## src/rtl/rv64g_l2_line_xfer.sv

```systemverilog
// L2 line-transfer sequencer: FILL streams 8 refill beats into one way and then installs the tag;
// EVICT reads one way out as a back-pressured beat stream along with its stored tag.
module rv64g_l2_line_xfer #(
    parameter int DATA_W = 64,
    parameter int TAG_W  = 50,
    parameter int IDX_W  = 8,
    parameter int WAY_W  = 4,
    parameter int WORDS  = 8
) (
    input  logic                       clk_i,
    input  logic                       rst_i,
    input  logic                       req_valid_i,
    output logic                       req_ready_o,
    input  logic                       req_op_i,
    input  logic [IDX_W-1:0]           req_index_i,
    input  logic [WAY_W-1:0]           req_way_i,
    input  logic [TAG_W-1:0]           req_tag_i,
    input  logic                       fill_valid_i,
    output logic                       fill_ready_o,
    input  logic [DATA_W-1:0]          fill_data_i,
    output logic                       ev_valid_o,
    input  logic                       ev_ready_i,
    output logic [DATA_W-1:0]          ev_data_o,
    output logic                       ev_last_o,
    output logic [TAG_W-1:0]           ev_tag_o,
    output logic [IDX_W-1:0]           arr_index_o,
    output logic [$clog2(WORDS)-1:0]   arr_word_o,
    output logic [WAY_W-1:0]           arr_way_o,
    output logic                       arr_data_we_o,
    output logic                       arr_tag_we_o,
    output logic [DATA_W/8-1:0]        arr_be_o,
    output logic [DATA_W-1:0]          arr_wdata_o,
    output logic [TAG_W-1:0]           arr_tag_o,
    input  logic [DATA_W-1:0]          arr_rdata_i,
    input  logic [TAG_W-1:0]           arr_tag_i,
    output logic                       busy_o,
    output logic                       done_o
);

    localparam int WORD_W = $clog2(WORDS);
    localparam int CNT_W  = WORD_W + 1;
    localparam logic [CNT_W-1:0] CNT_LAST = CNT_W'(WORDS - 1);
    localparam logic [CNT_W-1:0] CNT_FULL = CNT_W'(WORDS);

    typedef enum logic [2:0] {
        S_IDLE,
        S_FILL,
        S_FTAG,
        S_EVICT,
        S_DONE
    } state_t;

    state_t              state_reg;
    logic [CNT_W-1:0]    wr_cnt_reg;
    logic [CNT_W-1:0]    rd_cnt_reg;
    logic [IDX_W-1:0]    index_reg;
    logic [WAY_W-1:0]    way_reg;
    logic [TAG_W-1:0]    tag_reg;
    logic                ev_valid_reg;
    logic                ev_last_reg;
    logic [DATA_W-1:0]   ev_data_reg;
    logic [TAG_W-1:0]    ev_tag_reg;

    always_ff @(posedge clk_i or posedge rst_i) begin
        if (rst_i) begin
            state_reg    <= S_IDLE;
            wr_cnt_reg   <= '0;
            rd_cnt_reg   <= '0;
            index_reg    <= '0;
            way_reg      <= '0;
            tag_reg      <= '0;
            ev_valid_reg <= 1'b0;
            ev_last_reg  <= 1'b0;
            ev_data_reg  <= '0;
            ev_tag_reg   <= '0;
        end else begin
            case (state_reg)
                S_IDLE: begin
                    if (req_valid_i) begin
                        index_reg  <= req_index_i;
                        way_reg    <= req_way_i;
                        tag_reg    <= req_tag_i;
                        wr_cnt_reg <= '0;
                        rd_cnt_reg <= '0;
                        if (req_op_i) begin
                            // Array address passes the request through while idle, so this is the target tag.
                            ev_tag_reg <= arr_tag_i;
                            state_reg  <= S_EVICT;
                        end else begin
                            state_reg  <= S_FILL;
                        end
                    end
                end
                S_FILL: begin
                    if (fill_valid_i) begin
                        wr_cnt_reg <= wr_cnt_reg + 1'b1;
                        if (wr_cnt_reg == CNT_LAST) begin
                            state_reg <= S_FTAG;
                        end
                    end
                end
                S_FTAG: begin
                    state_reg <= S_DONE;
                end
                S_EVICT: begin
                    if (ev_valid_reg && ev_ready_i && ev_last_reg) begin
                        ev_valid_reg <= 1'b0;
                        state_reg    <= S_DONE;
                    end else if ((!ev_valid_reg || ev_ready_i) && (rd_cnt_reg < CNT_FULL)) begin
                        ev_data_reg  <= arr_rdata_i;
                        ev_last_reg  <= (rd_cnt_reg == CNT_LAST);
                        ev_valid_reg <= 1'b1;
                        rd_cnt_reg   <= rd_cnt_reg + 1'b1;
                    end
                end
                S_DONE: begin
                    state_reg <= S_IDLE;
                end
                default: begin
                    state_reg <= S_IDLE;
                end
            endcase
        end
    end

    assign req_ready_o   = (state_reg == S_IDLE);
    assign fill_ready_o  = (state_reg == S_FILL);
    assign arr_data_we_o = (state_reg == S_FILL) && fill_valid_i;
    assign arr_tag_we_o  = (state_reg == S_FTAG);
    assign busy_o        = (state_reg != S_IDLE);
    assign done_o        = (state_reg == S_DONE);

    assign arr_index_o = (state_reg == S_IDLE) ? req_index_i : index_reg;
    assign arr_way_o   = (state_reg == S_IDLE) ? req_way_i   : way_reg;
    assign arr_word_o  = (state_reg == S_EVICT) ? rd_cnt_reg[WORD_W-1:0] : wr_cnt_reg[WORD_W-1:0];
    assign arr_be_o    = '1;
    assign arr_wdata_o = fill_data_i;
    assign arr_tag_o   = tag_reg;

    assign ev_valid_o = ev_valid_reg;
    assign ev_data_o  = ev_data_reg;
    assign ev_last_o  = ev_last_reg;
    assign ev_tag_o   = ev_tag_reg;

endmodule

```

## config.mk

```make
export PLATFORM = sky130hd
export DESIGN_NAME = rv64g_l2_line_xfer
export DESIGN_NICKNAME = d
export VERILOG_FILES = /design/src/rtl/rv64g_l2_line_xfer.sv
export SDC_FILE = /design/constraint.sdc
export NUM_CORES = 1
export LEC_CHECK = 0
export ABC_AREA = 1
export CAP_MARGIN = 20
export CORE_AREA = 2 2 195 197
export DETAILED_ROUTE_END_ITERATION = 16
export DIE_AREA = 0 0 197 199
export MAX_ROUTING_LAYER = met4
export PLACE_DENSITY_LB_ADDON = 0.25
export SETUP_SLACK_MARGIN = 0.5
export SYNTH_ARGS = -nofsm -noshare
export SYNTH_HDL_FRONTEND = slang
export SYNTH_SLANG_ARGS = --single-unit
```

## constraint.sdc

```tcl
create_clock -name clk_i -period 14.4 [get_ports clk_i]
set_clock_uncertainty 0.05 [all_clocks]
set_input_delay 2.88 -clock clk_i [delete_from_list [all_inputs] [get_ports clk_i]]
set_output_delay 2.88 -clock clk_i [all_outputs]
set_load 0.01 [all_outputs]
```

**Word-level counts from Yosys, hierarchy flattened**

Index checks and enable logic that the tools add are counted.

- Register bits after elaboration: 189
- Input bits: 246
- Output and inout bits: 259

- $add $sub $neg: 2
- Magnitude comparators: 1
- Equal/unequal tests: 12
- Muxes and demuxes: 17
- Bitwise logic cells: 1
- Reduce and logical (&&, ||, !) cells: 18

Operators by type and width:

| cell | number |
|---|---|
| 2-to-1 mux 4 bit | 5 |
| case mux 4 bit (2 select lines) | 2 |
| 2-to-1 mux 3 bit | 5 |
| case mux 3 bit (4 select lines) | 1 |
| != test 2 bit, second input constant | 5 |
| AND reduction 3 bit | 3 |
| adder 4 x 1 -> 4 bit, second input constant | 2 |
| == test 4 x 3 -> 1 bit, second input constant | 2 |
| 2-to-1 mux 8 bit | 1 |
| AND reduction 4 bit | 2 |
| == test 3 x 2 -> 1 bit, second input constant | 2 |
| nonzero test 2 bit | 3 |
| logical AND 1 bit | 4 |
| less-than comparator 4 bit, second input constant | 1 |
| AND reduction 2 bit | 2 |
| == test 3 x 1 -> 1 bit, second input constant | 1 |
| == test 3 bit, second input constant | 1 |
| logical NOT 3 bit | 1 |
| nonzero test 3 bit | 1 |
| 2-to-1 mux 1 bit | 2 |
| 2-to-1 mux 2 bit | 1 |
| != test 2 x 1 -> 1 bit, second input constant | 1 |
| logical NOT 1 bit | 1 |
| logical OR 1 bit | 1 |
| NOT 1 bit | 1 |

**Depth between registers and ports, before layout**

- Depth after elaboration: 6
- Depth in mapped cells: 10
- Gate-level depth less buffers: 8

**Worst setup path after synthesis**

No wires, ideal clock.

- Path type: input-to-output
- Start point: input fill_valid_i
- End point: output arr_data_we_o
- Data arrival time: 3.076 ns
- Data required time: 11.470 ns
- Path slack: 8.394 ns
- Cell stages on the path: 2
- Path through: nand2_1 -> inv_1

- Cells in the longest elaborated chain, start to end: 1

Ends and longest elaborated chain:

| item | RTL line | text |
|---|---|---|
| from (decl) | 18 | `input logic fill_valid_i,` |
| logical AND 1 bit | 128 | `assign arr_data_we_o = (state_reg == S_FILL) && fill_valid_i;` |
| to (decl) | 29 | `output logic arr_data_we_o,` |

No other way between the ends.

**Final worst setup path**

Ends and elaborated chain as after synthesis.

==> impl_metrics.xml <==
<?xml version="1.0" encoding="UTF-8"?>
<metrics>
  <group name="run_status">
    <metric name="status" unit="">finished, final reports clean</metric>
  </group>
  <group name="finish">
    <metric name="largest_register_ff_count" unit="">64</metric>
    <metric name="finish.net_count" unit="">1487</metric>
    <metric name="final_layout_size_suffix_gt1_share" unit="%">4.07</metric>
    <metric name="fill_cells" unit="">3909</metric>
    <metric name="antennaDiodeCount" unit="">0</metric>
    <metric name="fin_area" unit="sq mm">0.0124</metric>
    <metric name="areaGrowthSynthToFinish" unit="%">51.9</metric>
    <metric name="fin_util" unit="%">33.4</metric>
  </group>
  <group name="worst_setup_path">
    <metric name="crit_chain" unit="">clkdlybuf4s50_1, nand2_1, inv_1, clkdlybuf4s50_1</metric>
    <metric name="timing.reg2reg.worst_path_depth" unit="">9</metric>
    <metric name="critical_path.endpoint" unit="">arr_data_we_o</metric>
    <metric name="rr_endpoint" unit="">ev_tag_o[17]$_DFFE_PP0P_</metric>
    <metric name="required" unit="ns">11.47</metric>
    <metric name="worst_r2r_startpoint" unit="">state_reg[1]$_DFFE_PP0P_</metric>
    <metric name="timing.reg2reg.setup_slack" unit="ns">11.73</metric>
    <metric name="critical-path-slowest-cell" unit="">sky130_fd_sc_hd__clkdlybuf4s50_1</metric>
    <metric name="path_class" unit="">in -&gt; out</metric>
    <metric name="timing.critical_path.from_type" unit="">primary input</metric>
    <metric name="worstSetupPathDepth" unit="">4</metric>
    <metric name="worstPathMaxFanout" unit="">4</metric>
    <metric name="critical-path-top-delay-family" unit="">buffers and inverters</metric>
    <metric name="kind_of_end_point_of_the_critical_path" unit="">output port</metric>
    <metric name="buffering_stage_count_on_the_worst_path_with_inverters_included" unit="">3</metric>
    <metric name="max_stage_delay" unit="ns">0.56</metric>
    <metric name="worst_ep_arrival_time" unit="ns">4.12</metric>
    <metric name="critPathLaunch" unit="">fill_valid_i</metric>
    <metric name="timing.critical_path.mode_cell" unit="">sky130_fd_sc_hd__clkdlybuf4s50_1</metric>
  </group>
  <group name="power">
    <metric name="p_leak" unit="nW">5.87</metric>
    <metric name="post-layout-total-power" unit="W">0.00258</metric>
    <metric name="irDropWorstVdd" unit="mV">0.0791</metric>
    <metric name="cellPowerDensity" unit="mW/mm^2">208</metric>
  </group>
  <group name="cts">
    <metric name="cts_buffer_depth" unit="">2</metric>
    <metric name="clock_tree_from_tritoncts" unit="">done</metric>
    <metric name="ctsRootBufferMaster" unit="">sky130_fd_sc_hd__clkbuf_16</metric>
    <metric name="ctsHtreeMaxLevel" unit="">4</metric>
    <metric name="cts_setup_buffers" unit="">0</metric>
    <metric name="tritoncts.num_buffers" unit="">17</metric>
    <metric name="cts_num_sinks" unit="">189</metric>
    <metric name="post_cts_hold_buffer_count" unit="">0</metric>
    <metric name="clk_pin_slew" unit="ns">0.06</metric>
    <metric name="worstSkewPairLatency" unit="ns">0.44</metric>
    <metric name="ctsResizeCount" unit="">0</metric>
  </group>
  <group name="logic_synthesis">
    <metric name="synth_area_per_cell" unit="sq um">8.54</metric>
    <metric name="synthDominantAreaCellType" unit="">sky130_fd_sc_hd__dfrtp_1</metric>
    <metric name="register_bit_count_reported_by_yosys" unit="">189</metric>
    <metric name="synth_most_common_cell" unit="">sky130_fd_sc_hd__nand2_1</metric>
    <metric name="number_of_distinct_library_cells_after_synthesis" unit="">28</metric>
    <metric name="synth_edf_count" unit="">0</metric>
    <metric name="netlist_top_cells_count" unit="">497 x sky130_fd_sc_hd__nand2_1, 189 x sky130_fd_sc_hd__dfrtp_1, 86 x sky130_fd_sc_hd__buf_4, 62 x sky130_fd_sc_hd__o21ai_0, 28 x sky130_fd_sc_hd__inv_1</metric>
    <metric name="mappedNetlistArea" unit="sq mm">0.00816</metric>
    <metric name="post_synth_main_area_contributors" unit="">sky130_fd_sc_hd__dfrtp_1 58%, sky130_fd_sc_hd__nand2_1 23%, sky130_fd_sc_hd__buf_4 7.9%, sky130_fd_sc_hd__o21ai_0 3.8%, sky130_fd_sc_hd__inv_1 1.3%</metric>
    <metric name="synthFlopType" unit="">sky130_fd_sc_hd__dfrtp_1</metric>
    <metric name="synth.top_cell.area_share" unit="%">57.9</metric>
    <metric name="synth_async_sr_flop_share" unit="%">100</metric>
    <metric name="yosysWarnings" unit="">0</metric>
    <metric name="synthCells" unit="">956</metric>
    <metric name="synth_sequential_area_ratio" unit="%">57.9</metric>
  </group>
  <group name="timing">
    <metric name="maxSlewViolCount" unit="">0</metric>
    <metric name="rsz0062_at_grt" unit="">no</metric>
    <metric name="finalHoldViolations" unit="">0</metric>
    <metric name="setup-violations-final" unit="">0</metric>
    <metric name="max_clock_freq" unit="MHz">142</metric>
    <metric name="worstMarginPinSlew" unit="ns">0.962</metric>
    <metric name="slew_hr" unit="%">35.8</metric>
    <metric name="final.min_clock_period" unit="ns">7.05</metric>
    <metric name="fin_crit_sh" unit="%">49.0</metric>
    <metric name="fin_hold_ws" unit="ns">0.419</metric>
    <metric name="setup_tns" unit="ns">0</metric>
  </group>
  <group name="run">
    <metric name="cap_viol_max_count" unit="">0</metric>
  </group>
  <group name="drt">
    <metric name="met2WireLength" unit="microns">11700</metric>
    <metric name="wl_met3" unit="microns">2110</metric>
    <metric name="drtPass1Iterations" unit="">4</metric>
    <metric name="finalWirelength" unit="microns">25500</metric>
    <metric name="num_vias" unit="">6922</metric>
    <metric name="drt_first_iter_violations" unit="">233</metric>
    <metric name="route.layer.met1.wl" unit="microns">11000</metric>
    <metric name="routed_via_density" unit="">4.01</metric>
    <metric name="route.top_layer_used" unit="">met4</metric>
    <metric name="antenna_violating_nets_post_route" unit="">0</metric>
    <metric name="avgRoutedWirePerCell" unit="microns">14.8</metric>
    <metric name="detail_route.drc_violations" unit="">0</metric>
  </group>
  <group name="floorplan">
    <metric name="die_footprint" unit="sq mm">0.0392</metric>
    <metric name="floorplan.core_area" unit="sq mm">0.0371</metric>
    <metric name="die_height" unit="microns">199</metric>
    <metric name="top_level_ports" unit="">505</metric>
    <metric name="start_util" unit="%">22.0</metric>
    <metric name="floorplan.die.width" unit="microns">197</metric>
    <metric name="num_rows" unit="">71</metric>
  </group>
  <group name="place">
    <metric name="gpl_congestion" unit="">0.737</metric>
    <metric name="dpl_cell_area" unit="sq mm">0.0117</metric>
    <metric name="placement.io_buffers" unit="">368</metric>
    <metric name="dpl.hpwl" unit="microns">17700</metric>
  </group>
  <group name="global_routing">
    <metric name="grt_use_total" unit="%">13.3</metric>
    <metric name="grt_first_pass_wirelength" unit="microns">39000</metric>
    <metric name="grt_max_degree" unit="">119</metric>
    <metric name="grt-ovfl-total" unit="">0</metric>
    <metric name="grt_antenna_before_repair" unit="">0</metric>
    <metric name="via_count_of_the_first_global_routing_pass" unit="">6960</metric>
  </group>
  <group name="worst_hold_path">
    <metric name="min-delay-path-class" unit="">reg -&gt; reg</metric>
  </group>
</metrics>
## metrics by stage
stage,setup slack [ns],cells
6_report,7.35,1726
5_1_grt,7.28,1726
4_1_cts,7.34,1726
3_5_place_dp,7.34,1694
3_3_place_gp,7.35,1694
2_1_floorplan,6.33,963
## worst register-to-register path, delay by kind of cell (launching register included)
family,cells,cell delay (ns)
flops,1,0.44
simple gates,6,1.05
buf+inv,3,1.09
## worst min path at each step
stage,startpoint,endpoint,slack (ns),cells after the start
after floorplan,rd_cnt_reg[3]$_DFFE_PP0P_,rd_cnt_reg[3]$_DFFE_PP0P_,0.41,2
after global placement,ev_data_o[61]$_DFFE_PP0P_,ev_data_o[61]$_DFFE_PP0P_,0.40,2
after detailed placement,ev_data_o[19]$_DFFE_PP0P_,ev_data_o[19]$_DFFE_PP0P_,0.41,2
after CTS,ev_data_o[59]$_DFFE_PP0P_,ev_data_o[59]$_DFFE_PP0P_,0.42,2
after global routing,ev_data_o[13]$_DFFE_PP0P_,ev_data_o[13]$_DFFE_PP0P_,0.44,2
final,ev_data_o[59]$_DFFE_PP0P_,ev_data_o[59]$_DFFE_PP0P_,0.42,2
## cell usage in the layout (no fill, tap or decap)
| cell type | instances |
|---|---|
| sky130_fd_sc_hd__inv_8 | 1 |
| sky130_fd_sc_hd__inv_4 | 1 |
| sky130_fd_sc_hd__nor2_4 | 3 |
| sky130_fd_sc_hd__inv_1 | 27 |
| sky130_fd_sc_hd__conb_1 | 8 |
| sky130_fd_sc_hd__o21ai_0 | 62 |
| sky130_fd_sc_hd__ha_1 | 2 |
| sky130_fd_sc_hd__clkbuf_16 | 17 |
| sky130_fd_sc_hd__o21ai_1 | 20 |
| sky130_fd_sc_hd__clkinv_1 | 1 |
| sky130_fd_sc_hd__clkdlybuf4s50_1 | 368 |
| sky130_fd_sc_hd__nand2_2 | 4 |
| sky130_fd_sc_hd__bufinv_16 | 5 |
| sky130_fd_sc_hd__clkinv_4 | 2 |
| sky130_fd_sc_hd__nor3_1 | 1 |
| sky130_fd_sc_hd__nand4_1 | 2 |
| sky130_fd_sc_hd__inv_6 | 3 |
| sky130_fd_sc_hd__inv_2 | 1 |
| sky130_fd_sc_hd__nor2_2 | 1 |
| sky130_fd_sc_hd__nand3_1 | 6 |
| sky130_fd_sc_hd__mux2i_1 | 1 |
| sky130_fd_sc_hd__nor2_1 | 11 |
| sky130_fd_sc_hd__nand2_1 | 497 |
| sky130_fd_sc_hd__o22ai_1 | 1 |
| sky130_fd_sc_hd__buf_4 | 7 |
| sky130_fd_sc_hd__clkbuf_8 | 3 |
| sky130_fd_sc_hd__dfrtp_1 | 189 |
| sky130_fd_sc_hd__a21oi_1 | 2 |
| sky130_fd_sc_hd__xnor2_1 | 1 |
| sky130_fd_sc_hd__nand2_4 | 1 |
| sky130_fd_sc_hd__nand3b_1 | 1 |
| sky130_fd_sc_hd__nor3b_1 | 1 |
| sky130_fd_sc_hd__clkinv_2 | 2 |
## cell families after synthesis
kind of cell,after synthesis,share of synthesized area (%)
simple gates,528,24.9
xor+xnor,1,0.107
mux,1,0.123
compound gates,85,5.23
fa+ha+maj,2,0.307
buf+inv,149,11.3
flops,189,57.9
other cells,1,0.0459
## routing by layer
layer,track usage [%],up-vias
li1,-,3415
met1,15.8,3188
met2,20.5,277
met3,4.70,42
met4,5.54,0
met5,-,-
## where the power goes
group	internal [W]	total, W	switching, W	leakage, nW
Combinational	0.000586	0.00115	0.000563	3.16
Clock	0.000324	0.000543	0.000218	0.331
Sequential	0.000766	0.000892	0.000126	2.38
## layout make-up
class                           count  area (sq um)  area share, %
Multi-Input combinational cell    625          2550           20.5
Timing Repair Buffer              375          3740           30.1
Sequential cell                   189          4730           38.1
Tap cell                          474           593           4.78
Clock inverter                     12           204           1.64
Inverter                           31           126           1.02
Clock buffer                       20           467           3.76
Note: power is estimated with default switching activity, not from simulation.
==> edit 1 (same flow settings) <==
Change the parameter `IDX_W` from 8 to 6.
--- a/src/rtl/rv64g_l2_line_xfer.sv
+++ b/src/rtl/rv64g_l2_line_xfer.sv
@@ -5,3 +5,3 @@
     parameter int TAG_W  = 50,
-    parameter int IDX_W  = 8,
+    parameter int IDX_W  = 6,
     parameter int WAY_W  = 4,
Interface: changed (resized arr_index_o and req_index_i); port bits go from 505 to 501. No check against the original RTL was run, so the function may have changed too.
==> edit 1 against the original RTL <==
Sequential cell count fell by 2; power shrank 3.8%; wire length rose by 1.7%; via count grew 1.6%; setup slack worse by 0.016 ns; synthesized area barely moved; core utilization fell by 0.32 points; design area down 0.95%; cell count is 1.1% lower; critical path type unchanged; largest cell class unchanged; largest power group unchanged.
==> edit 1: results (changes against the original RTL) <==
outcome completed (unchanged); DR WL/cell 15.2 um (was 14.8 um); first-pass GRT wire length 40000 um (was 39000 um); Final Non-Filler Cells 1707 (was 1726); final HPWL from detailed placement 17900 um (was 17700 um); Nets 1469 (was 1487); layout cells sized above 1 3.57% (was 4.07%); routed wl met2 11500 um (was 11700 um); crit-path leading delay family buffers and inverters (unchanged); Starting DRT DRC Count 259 (was 233); Post-synth ARST share 100% (unchanged); startpoint types input port (unchanged); GR Util met3 5.53% (was 4.70%); Synth Area in Adders 0.307% (about the same); critical path's slowest cell clkdlybuf4s50_1 (unchanged); synthesized area per cell 8.61 sq um (was 8.54 sq um); M2 GR Usage 20.4% (was 20.5%); unique cell type count in the Yosys netlist 24 (was 28); worst reg2reg setup slack 12.03 ns (was 11.73 ns); VDD IR max 0.0802 mV (was 0.0791 mV); dominant cells by area after synthesis dfrtp_1 57%, nand2_1 20%, buf_4 7.4% (was dfrtp_1 58%, nand2_1 23%, buf_4 7.9%); largest net degree at the start of global routing 84 (was 119); worst hold path class register to register (unchanged); Worst Hold Path EP ev_data_o[29] (was ev_data_o[59]); routability congestion estimate 0.734 (was 0.737); global-route usage over all layers 13.6% (was 13.3%); vias per cell 4.12 (was 4.01); Worst-Margin Slew 0.883 ns (was 0.962 ns); cell count of the worst hold path 2 (unchanged); # DRC 0 (unchanged); Skew-Pair Late Insertion Delay 0.44 ns (about the same); post-synthesis sequential area ratio 57.3% (was 57.9%); CTS clock-pin slew for the worst setup and hold paths 0.06 ns (about the same); post-synthesis compound-gate area fraction 5.00% (was 5.23%); mux share of post-synthesis cell area 0% (was 0.123%); highest metal layer with signal wires met4 (unchanged); met1 WL 11200 um (was 11000 um); CTS buffer count 17 (unchanged); top post-synthesis cells by count 428 x nand2_1, 187 x dfrtp_1, 80 x buf_4, 78 x o21ai_0, 72 x nand3_1 (was 497 x nand2_1, 189 x dfrtp_1, 86 x buf_4, 62 x o21ai_0, 28 x inv_1); Int Pwr 1600 uW (was 1680 uW); port buffer count 364 (was 368); grt met1 use 15.9% (was 15.8%); Worst Path Max Fanout 3 (was 4); LEAKAGE 0.00576 uW (was 0.00587 uW); Crit path arrival time 4.14 ns (was 4.12 ns); XOR/XNOR Fraction of Synth Area 0% (was 0.107%); vias in the first global route 7206 (was 6960); min-delay src ev_data_o[29] (was ev_data_o[59]); Worst R2R End arr_tag_o[18] (was ev_tag_o[17]); Seq pwr share 35.4% (was 34.5%); combinational share of power 45.4% (was 44.5%); Worst Reg2Reg Path Length in Cells 6 (was 9); total met3 wirelength after detailed routing 2540 um (was 2110 um)
-- edit 1: cell types whose count changed after synthesis, moves of 3 or more --
cell,unedited run,this run
buf_4,86,80
buf_2,15,27
o21ai_1,20,1
o21ai_0,62,78
nand2_2,4,1
nand3_1,6,72
nand2_1,497,428
-- edit 1: stage by stage --
stage	area [sq um]	hold WS (ns)	util [%]	setup WS [ns]	power, uW
CTS	12300	0.423	33.1	7.33	2530
global placement	11700	0.404	31.5	7.34	2030
floorplan	8190	0.405	-	6.38	1390
detailed placement	11700	0.408	31.6	7.33	2040
global route	12300	0.436	33.1	7.27	2680
finish	12300	0.420	33.1	7.33	2490
-- edit 1: area by class of cell --
cell class / count / area (sq um) / area share [%]
sequential: 187 / 4680 / 38.1
timing repair buffer: 373 / 3730 / 30.4
multi-input combinational: 617 / 2600 / 21.2
tap: 474 / 593 / 4.83
clock buffer: 23 / 478 / 3.89
inverter: 27 / 109 / 0.886
clock inverter: 6 / 90.1 / 0.733
==> edit 2 (same settings) <==
Made on the original files. Compare `wr_cnt_reg` against `CNT_LAST` with >= in place of ==.
--- a/src/rtl/rv64g_l2_line_xfer.sv
+++ b/src/rtl/rv64g_l2_line_xfer.sv
@@ -96,3 +96,3 @@
                         wr_cnt_reg <= wr_cnt_reg + 1'b1;
-                        if (wr_cnt_reg == CNT_LAST) begin
+                        if (wr_cnt_reg >= CNT_LAST) begin
                             state_reg <= S_FTAG;
Behaviour: same outputs for any inputs over 4 cycles, from zero or initial values and one cycle with rst_i high; that may be too few to reach the edited logic, so the function may still have changed.
==> edit 2 against the original RTL <==
Wire length rose by 4.0%; design area barely moved; cell count barely moved; sequential cell count did not move; power fell by 1.3%; critical path depth did not move; clock power fell by 11%; largest cell class unchanged; synthesized area rose by 0.75%; setup slack got worse by 0.20 ns.
==> edit 2: results (changes against the original RTL) <==
layout cells sized above 1 3.76% (was 4.07%); final HPWL from detailed placement 18500 um (was 17700 um); via count 7079 (was 6922); placement-stage cell area 11800 sq um (was 11700 sq um); total wire length 26500 um (was 25500 um); Hold Buf Count CTS 0 (unchanged); routability congestion estimate 0.718 (was 0.737); Final Hold Slack 0.418 ns (was 0.419 ns); antenna violations before repair 0 (unchanged); outcome completed (unchanged); Worst Hold Path EP ev_data_o[30] (was ev_data_o[59]); cell count of the worst hold path 2 (unchanged); CTS buffer count 17 (unchanged); Post-Synthesis Cells 963 (was 956); Worst Path Max Fanout 3 (was 4); VDD IR max 0.0809 mV (was 0.0791 mV); critical path's slowest cell clkdlybuf4s50_1 (unchanged); Starting DRT DRC Count 243 (was 233); worst reg2reg setup slack 11.70 ns (was 11.73 ns); YS warnings 0 (unchanged); Fill cells 3912 (was 3909); Worst-Margin Slew 0.920 ns (was 0.962 ns); vias in the first global route 7203 (was 6960); Worst R2R End ev_tag_o[2] (was ev_tag_o[17]); post-synthesis sequential area ratio 57.5% (was 57.9%); unique cell type count in the Yosys netlist 26 (was 28); vias per cell 4.10 (was 4.01); dominant cells by area after synthesis dfrtp_1 58%, nand2_1 20%, buf_4 7.4% (was dfrtp_1 58%, nand2_1 23%, buf_4 7.9%); global-route usage over all layers 13.9% (was 13.3%); Crit path arrival time 4.32 ns (was 4.12 ns); LEAKAGE 0.00583 uW (was 0.00587 uW); largest net degree at the start of global routing 122 (was 119); first-pass GRT wire length 40700 um (was 39000 um); CTS H-Tree Depth 4 (unchanged)
-- edit 2: where the power goes --
part	total, uW	switching (uW)	internal, uW
Clock	481	215	266
Sequential	893	126	767
Combinational	1180	583	593
-- edit 2: how the worst max path moves through the flow --
| stage | from | to | cells past startpoint |
|---|---|---|---|
| after floorplan | rst_i | arr_tag_o[0] | 1 |
| after global placement | fill_valid_i | arr_data_we_o | 4 |
| after detailed placement | fill_valid_i | arr_data_we_o | 4 |
| after CTS | fill_valid_i | arr_data_we_o | 4 |
| after global routing | fill_valid_i | arr_data_we_o | 4 |
| final | fill_valid_i | arr_data_we_o | 4 |
-- edit 2: critical path, delay by kind of cell --
family | cells | cell delay (ns)
simple gates | 1 | 0.09
buf+inv | 3 | 1.34
-- edit 2: layout make-up --
class,count,share of cell area (%)
flip-flops and latches,189,38.2
repair buffers,376,30.2
multi-input cells,624,21.1
well taps,474,4.79
clock buffers,23,3.78
inverters,31,1.02
clock inverters,8,0.889
-- edit 2: logic make-up (layout without fill, tap and decap cells) --
logic type | Yosys count | count (layout) | share of synthesized area (%)
buffers and inverters | 157 | 438 | 11.2
flip-flops | 189 | 189 | 57.5
AND/OR/NAND/NOR | 529 | 529 | 25.7
other | 1 | 8 | 0.0456
adder cells (fa/ha/maj) | 2 | 2 | 0.304
XOR/XNOR | 1 | 1 | 0.107
AO/OA/AOI/OAI | 84 | 84 | 5.13
-- edit 2: per-layer routing --
layer	GRT usage [%]	up-vias	share of wire [%]
li1	-	3486	-
met1	16.2	3242	42
met2	21.3	309	45
met3	5.90	42	9.7
met4	5.32	0	2.9
met5	-	-	0
-- edit 2: metrics by stage --
stage / utilization, % / setup slack, ns
global placement: 31.8 / 7.15
global route: 33.4 / 7.10
detailed placement: 31.8 / 7.13
floorplan: - / 6.33
CTS: 33.4 / 7.12
finish: 33.4 / 7.15
